**src/rtl/Falco_pkg.sv**
```systemverilog
// Shared Falco front-end types: PC width, fetch stride and the pc_gen FSM states.
package Falco_pkg;
  localparam int XLEN_WIDTH = 32;
  typedef logic [XLEN_WIDTH-1:0] pc_t;

  localparam pc_t PC_FETCH_STRIDE = pc_t'(8);

  typedef enum logic [1:0] {
    BOOT  = 2'd0,
    RUN   = 2'd1,
    STALL = 2'd2
  } pcgen_state_e;

  // Fetch addresses are word aligned; low two bits of any target are dropped.
  function automatic pc_t align_pc(input pc_t a);
    return {a[XLEN_WIDTH-1:2], 2'b00};
  endfunction
endpackage

```
**src/rtl/pcgen_perf_cnt.sv**
```systemverilog
// Saturating front-end event counters, built only with FALCO_PCGEN_PERF_CNT_EN.
module pcgen_perf_cnt (
  input  logic        clk,
  input  logic        rst,
  input  logic        btb_evt,
  input  logic        flush_evt,
  output logic [31:0] btb_cnt,
  output logic [31:0] flush_cnt
);
  always_ff @(posedge clk) begin
    if (rst) begin
      btb_cnt   <= '0;
      flush_cnt <= '0;
    end else begin
      if (btb_evt && btb_cnt != 32'hFFFF_FFFF)     btb_cnt   <= btb_cnt + 32'd1;
      if (flush_evt && flush_cnt != 32'hFFFF_FFFF) flush_cnt <= flush_cnt + 32'd1;
    end
  end
endmodule

```
**src/rtl/pc_gen.sv**
```systemverilog
// Dual-issue fetch PC generator with trap/mispredict redirect and BTB steering.
// Optional perf counters compiled in with FALCO_PCGEN_PERF_CNT_EN.
module pc_gen
  import Falco_pkg::*;
#(
  parameter pc_t RESET_VECTOR = 32'h0000_0000
) (
  input  logic clk,
  input  logic rst,
  input  logic stall,
  input  logic trap_redirect,
  input  pc_t  trap_target,
  input  logic branch_mispredict,
  input  pc_t  branch_correct_addr,
  input  logic instr0_btb_hit,
  input  pc_t  instr0_btb_target_addr,
  input  logic instr1_btb_hit,
  input  pc_t  instr1_btb_target_addr,
  output pc_t  IF_instr0_pc,
  output pc_t  IF_instr1_pc,
  output logic IF_instr0_valid,
  output logic IF_instr1_valid,
  output logic instr0_pred_taken,
  output logic instr1_pred_taken,
  output logic fetch_flush
`ifdef FALCO_PCGEN_PERF_CNT_EN
  ,
  output logic [31:0] perf_btb_redirect_cnt,
  output logic [31:0] perf_redirect_cnt
`endif
);
  pcgen_state_e state;
  pc_t  pc;
  logic v0_r, v1_r;
  logic redirect;
  pc_t  redirect_pc;
  pc_t  seq_pc;

  assign redirect    = trap_redirect | branch_mispredict;
  assign redirect_pc = trap_redirect ? align_pc(trap_target) : align_pc(branch_correct_addr);

  assign IF_instr0_pc      = pc;
  assign IF_instr1_pc      = pc + pc_t'(4);
  assign instr0_pred_taken = v0_r & instr0_btb_hit;
  assign instr1_pred_taken = v1_r & instr1_btb_hit & ~instr0_pred_taken;
  assign IF_instr0_valid   = v0_r;
  assign IF_instr1_valid   = v1_r & ~instr0_pred_taken;
  assign fetch_flush       = redirect & ~rst;

  always_comb begin
    seq_pc = pc + PC_FETCH_STRIDE;
    if (instr0_pred_taken)      seq_pc = align_pc(instr0_btb_target_addr);
    else if (instr1_pred_taken) seq_pc = align_pc(instr1_btb_target_addr);
  end

  // Leaving STALL with stall=0 consumes the held pair, so it advances like RUN.
  always_ff @(posedge clk) begin
    if (rst) begin
      state <= BOOT;
      pc    <= align_pc(RESET_VECTOR);
      v0_r  <= 1'b0;
      v1_r  <= 1'b0;
    end else if (redirect) begin
      state <= RUN;
      pc    <= redirect_pc;
      v0_r  <= 1'b1;
      v1_r  <= 1'b1;
    end else begin
      case (state)
        BOOT: begin
          state <= RUN;
          v0_r  <= 1'b1;
          v1_r  <= 1'b1;
        end
        RUN, STALL: begin
          if (stall) begin
            state <= STALL;
          end else begin
            state <= RUN;
            pc    <= seq_pc;
          end
        end
        default: state <= BOOT;
      endcase
    end
  end

`ifdef FALCO_PCGEN_PERF_CNT_EN
  logic btb_evt;
  assign btb_evt = (state == RUN) & ~rst & ~redirect & ~stall &
                   (instr0_pred_taken | instr1_pred_taken);

  pcgen_perf_cnt u_perf (
    .clk       (clk),
    .rst       (rst),
    .btb_evt   (btb_evt),
    .flush_evt (fetch_flush),
    .btb_cnt   (perf_btb_redirect_cnt),
    .flush_cnt (perf_redirect_cnt)
  );
`endif
endmodule

```
**config.mk**
```make
export PLATFORM = sky130hd
export DESIGN_NAME = pc_gen
export DESIGN_NICKNAME = d
export VERILOG_FILES = /design/src/rtl/Falco_pkg.sv /design/src/rtl/pcgen_perf_cnt.sv /design/src/rtl/pc_gen.sv
export SDC_FILE = /design/constraint.sdc
export NUM_CORES = 1
export LEC_CHECK = 0
export CELL_PAD_IN_SITES_DETAIL_PLACEMENT = 1
export CELL_PAD_IN_SITES_GLOBAL_PLACEMENT = 1
export CORE_MARGIN = 5
export CORE_UTILIZATION = 28
export DETAILED_ROUTE_END_ITERATION = 16
export GPL_TIMING_DRIVEN = 0
export PLACE_DENSITY_LB_ADDON = 0.1
export SLEW_MARGIN = 20
export SYNTH_ARGS = -nofsm -noshare
export SYNTH_HDL_FRONTEND = slang
export SYNTH_SLANG_ARGS = --single-unit
```
**constraint.sdc**
```tcl
create_clock -name clk -period 4.01 [get_ports clk]
set_input_delay 0.802 -clock clk [delete_from_list [all_inputs] [get_ports clk]]
set_output_delay 0.802 -clock clk [all_outputs]
set_load 0.005 [all_outputs]
```
== Yosys cells after proc, flatten, opt, wreduce, memory -nomap -nowiden ==
Index checks and enable logic that the tools add are counted.
Widths: inputs -> output; s select.

* Muxes and demuxes: 11
* Bitwise operators: 8
* Add/sub/neg operators: 2
* Equality and inequality tests: 3
* Reductions and logical operators: 6

{| class="wikitable"
|+ Operator list
! cell !! count
|-
| $mux 32 || 6
|-
| $add 32x3->32 const B || 1
|-
| $add 32x4->32 const B || 1
|-
| $and 1x1->1 || 5
|-
| $pmux 2 s2 || 1
|-
| $reduce_bool 2->1 || 2
|-
| $reduce_or 2->1 || 2
|-
| $mux 1 || 3
|-
| $eq 2x1->1 const B || 1
|-
| $eq 2x2->1 const B || 1
|-
| $logic_not 2->1 || 1
|-
| $mux 2 || 1
|-
| $ne 2x1->1 const B || 1
|-
| $not 1->1 || 2
|-
| $reduce_and 2->1 || 1
|-
| $or 1x1->1 || 1
|}

* Input port bits: 135
* Register bits after elaboration: 35

== Logic depth before layout (Yosys ltp) ==
* Depth in word-level cells: 8
* Gate-level depth with buffers: 9
* Depth with buffers taken out: 7

== Worst setup path after synthesis ==
No wires, ideal clock.

* Path type: reg2out
* From: register pc[4], in the netlist IF_instr0_pc[4]
* To: output IF_instr1_pc[23]
* Data required time: 3208 ps
* Cell stages (with the launch flop): 8
* Buffers on the path: 1
* Arrival time: 1953 ps
* Path slack: 1255 ps
* Path through: dfxtp_1 > ha_1 > nand4_2 > or4_4 > buf_6 > nor3_2 > nand2_1 > xnor2_1

* Word-level cells in the longest chain between the ends: 1

{| class="wikitable"
|+ RTL lines
! element !! line !! source
|-
| start, declared || pc_gen.sv:33 || <nowiki>pc_t pc;</nowiki>
|-
| start signal, assigned || pc_gen.sv:60 || <nowiki>pc <= align_pc(RESET_VECTOR);</nowiki>
|-
| start signal, assigned || pc_gen.sv:65 || <nowiki>pc <= redirect_pc;</nowiki>
|-
| start signal, assigned || pc_gen.sv:80 || <nowiki>pc <= seq_pc;</nowiki>
|-
| $add 32x3->32 || pc_gen.sv:43 || <nowiki>assign IF_instr1_pc = pc + pc_t'(4);</nowiki>
|-
| end, declared || pc_gen.sv:20 || <nowiki>output pc_t IF_instr1_pc,</nowiki>
|}

Every way passes these cells.

== Worst setup path in the final report ==
* From: input instr0_btb_hit
* To: output instr0_pred_taken

* Word-level cells in the longest chain between the ends: 1

{| class="wikitable"
|+ RTL lines
! element !! line !! source
|-
| start, declared || pc_gen.sv:15 || <nowiki>input logic instr0_btb_hit,</nowiki>
|-
| $and 1x1->1 || pc_gen.sv:44 || <nowiki>assign instr0_pred_taken = v0_r & instr0_btb_hit;</nowiki>
|-
| end, declared || pc_gen.sv:23 || <nowiki>output logic instr0_pred_taken,</nowiki>
|}

Every way passes these cells.

==> summary.txt <==
Critical path
  • Crit path top cell by count: clkdlybuf4s50_1
  • Arr. time, crit path: 3.09 ns
  • WP data required: 3.21 ns
  • CP max stage delay: approximately 0.64 ns
  • Critical path type: primary input to output pin
  • CP max FO: 10
  • Crit end category: output pin
  • Number of cells on the worst reg-to-reg path: 9
  • Startpoint Class: primary input
  • Slowest cell on crit path: clkdlybuf4s50_1
  • Worst path cell trace: clkdlybuf4s50_1, nand2_1, inv_2, clkbuf_1, clkdlybuf4s50_1

Detailed routing
  • DR iter-0 viols: between 300 and 400
  • Remaining routing DRC violations: 0
  • Post-DRT Antenna Nets: 0
  • DR pass1 iterations: 4
  • Vias per cell: 5.782
  • WL per Instance: approximately 25 µm
  • Via count: slightly above 5000
  • Routed WL: around 22 mm

Yosys
  • Post-synth top area share: 18.42%
  • Ys flop type: dfxtp_1
  • Netlist cell types: a little under 70
  • Yosys top cell by area: dfxtp_1
  • Mux contribution to synthesized area: less than 1%
  • Simple-gate share of the synthesized area: 28.33%
  • Fraction of synthesized cell area in xor and xnor cells: under 10%
  • Top cells by area, synth: dfxtp_1, nand2_1, a221oi_1, xnor2_1, a21oi_1
  • Top-count cell post-synth: nand2_1
  • Post-synth ARST share: 0%
  • Syn avg cell area: a little under 7 µm²
  • Commonest cells in the netlist: nand2_1, clkbuf_1, a21oi_1, dfxtp_1, nor2_1
  • Synth Instances: about 520
  • Register area share after synthesis: between 10% and 20%
  • Flops & latches, synth: 33
  • Synth Area in Compound Gates: 33.01%
  • Largest family of logic cells by synthesized area: compound AO/OA/AOI/OAI gates
  • Number of flops mapped to enable cells by yosys: 0
  • Post-synthesis cell area: 3586 µm²
  • Yosys Warn Count: 0
  • Post-Synth Adder-Cell Area: under 10%

Layout
  • Layout cells sized above 1: roughly 6.3%
  • Final Util: a little under half
  • Syn-to-layout area delta: 64.03%
  • Design Area, Final: roughly 5900 µm²
  • # diodes: 0
  • Nets: approximately 850

Die
  • Io pins: between 200 and 250
  • Die height: around 120 µm
  • Die area: around 15000 µm²
  • DIE WIDTH: 123.2 µm
  • Std-Cell Rows: 41
  • Starting density of the core: 28.53%
  • Core region area: ~13000 µm²

Clocking
  • TritonCTS buffer count: 5
  • Worst-path clk slew: 0.06 ns
  • H-tree depth reported by CTS: 2
  • Clk root buf: clkbuf_16
  • CTS tree: built
  • Setup bufs post-CTS: 0
  • Skew-Pair Late Insertion Delay: approximately 0.30 ns
  • CTS Sinks: 33
  • CTS max path bufs: 2

Placed design
  • GP Congestion: around 0.9
  • Buffers on Ports: 190
  • Hpwl dp: roughly 17 mm
  • Cell Area, Placed: ~5700 µm²

Min path
  • Hold depth: 2
  • Hold Path Class: flip-flop to flip-flop

Global routing
  • Remaining Overflow, GRT: 0
  • Gr usage total: 28.99%
  • Initial antenna violation count: 0
  • Vias in the first global route: between 5000 and 6000
  • Pin count of the biggest net entering global routing: 20
  • First-pass GRT wire length: 32.59 mm

Timing
  • Slew margin rel.: a little over two fifths
  • Fin. Hold Viols: 0
  • Final period demand of the worst path: between 3 and 4 ns
  • Worst hold margin: 0.6110 ns
  • Slew Viols, Final: 0
  • Fmax: roughly 260 MHz
  • Final setup viols: 0
  • Post-route clock skew: around 0.007 ns
  • Worst slew pin tran: 0.8748 ns
  • Period Utilization, post-route: between 90 and 100%
  • Unrepaired setup endpoints after global routing: false

Pwr
  • Pwr dens: ~240 nW/µm²
  • Peak supply drop: about 0.15 mV
  • Pleak: approximately 2.1 nW

Job
  • Max Cap Viol: 0

Status
  • Run status: complete, no violations
-- worst max-delay path: cells and delay by family --
kind / cells / cell delay [ns]
and+or+nand+nor: 1 / 0.30
buffers and inverters: 4 / 1.99
-- stage by stage --
step           instances  setup TNS, ns  setup slack [ns]  total power, W
2_1_floorplan        518              0             1.255       0.0006411
3_3_place_gp         880        -0.3509           -0.3315       0.0009999
3_5_place_dp         880        -0.3510           -0.3411        0.001013
4_1_cts              886              0           0.06870        0.001430
5_1_grt              886              0         0.0008473        0.001492
6_report             886              0            0.1182        0.001438
-- cell usage in the layout, fill, tap and decap left out, drive strengths merged, types with 5 or more instances in the layout --
cell type      synthesis  final
clkdlybuf4s50          0    190
nand2                 55     55
clkbuf                35     42
a21oi                 33     33
dfxtp                 33     33
nor2                  32     32
nor3                  25     25
a221oi                22     22
o21ai                 22     22
xnor2                 20     20
inv                   20     20
buf                   20     19
nand3                 18     18
nor4                  17     17
xor2                  16     16
o22ai                 14     14
nor2b                 12     12
o31ai                 12     12
o31a                  10     10
nand4                  9      9
a31oi                  7      7
o2111ai                7      7
nand2b                 5      5
a211oi                 5      5
-- sequential cells by signal, indices dropped and copies added, names as in the netlist --
name / cells
IF_instr0_pc: 30
state: 2
v1_r: 1
-- cells by family after synthesis --
| family | after synthesis |
|---|---|
| multiplexers | 3 |
| flip-flops | 33 |
| AND/OR/NAND/NOR | 194 |
| XOR/XNOR | 36 |
| AO/OA/AOI/OAI | 168 |
| other | 1 |
| buffers and inverters | 76 |
| adder cells (fa/ha/maj) | 4 |
-- worst paths after layout --
path / start / slack [ns] / end
setup / recovery: instr0_btb_hit / 0.12 / instr0_pred_taken
hold / removal: IF_instr0_pc[3] / 0.61 / IF_instr0_pc[3]
setup reg to reg: state[0] / 1.24 / IF_instr0_pc[10]
hold reg to reg: IF_instr0_pc[3] / 0.61 / IF_instr0_pc[3]
-- area by class of cell --
| type | instances | area, µm² |
|---|---|---|
| plain buffers | 54 | 244.0 |
| clock buffers | 7 | 142.6 |
| fillers | 1585 | 6686 |
| inverters | 21 | 81.33 |
| multi-input cells | 409 | 2635 |
| flip-flops and latches | 33 | 661.9 |
| well taps | 172 | 215.2 |
| repair buffers | 190 | 1902 |
-- timing repair --
item | 4_1_cts | 5_1_grt
gates resized for setup | 2 | 5
hold buffers | 0 | 0
setup endpoints to repair | 4 | 6
-- report_power, final --
| group | internal [W] | switching (W) | leakage (nW) |
|---|---|---|---|
| Clock | 0.000245 | 0.000175 | 0.0700 |
| Combinational | 0.000322 | 0.000288 | 1.73 |
| Sequential | 0.000359 | 0.0000481 | 0.275 |
| Total | 0.000926 | 0.000512 | 2.07 |
-- layer usage --
metal  up-vias  wire (µm)  GRT usage [%]
li1       2333          -              -
met5         -          0              0
met3        40       1770          6.496
met2       242      10560          48.59
met1      2508       9502          37.26
met4         0        532          8.443
(Power assumes the default switching activity.)
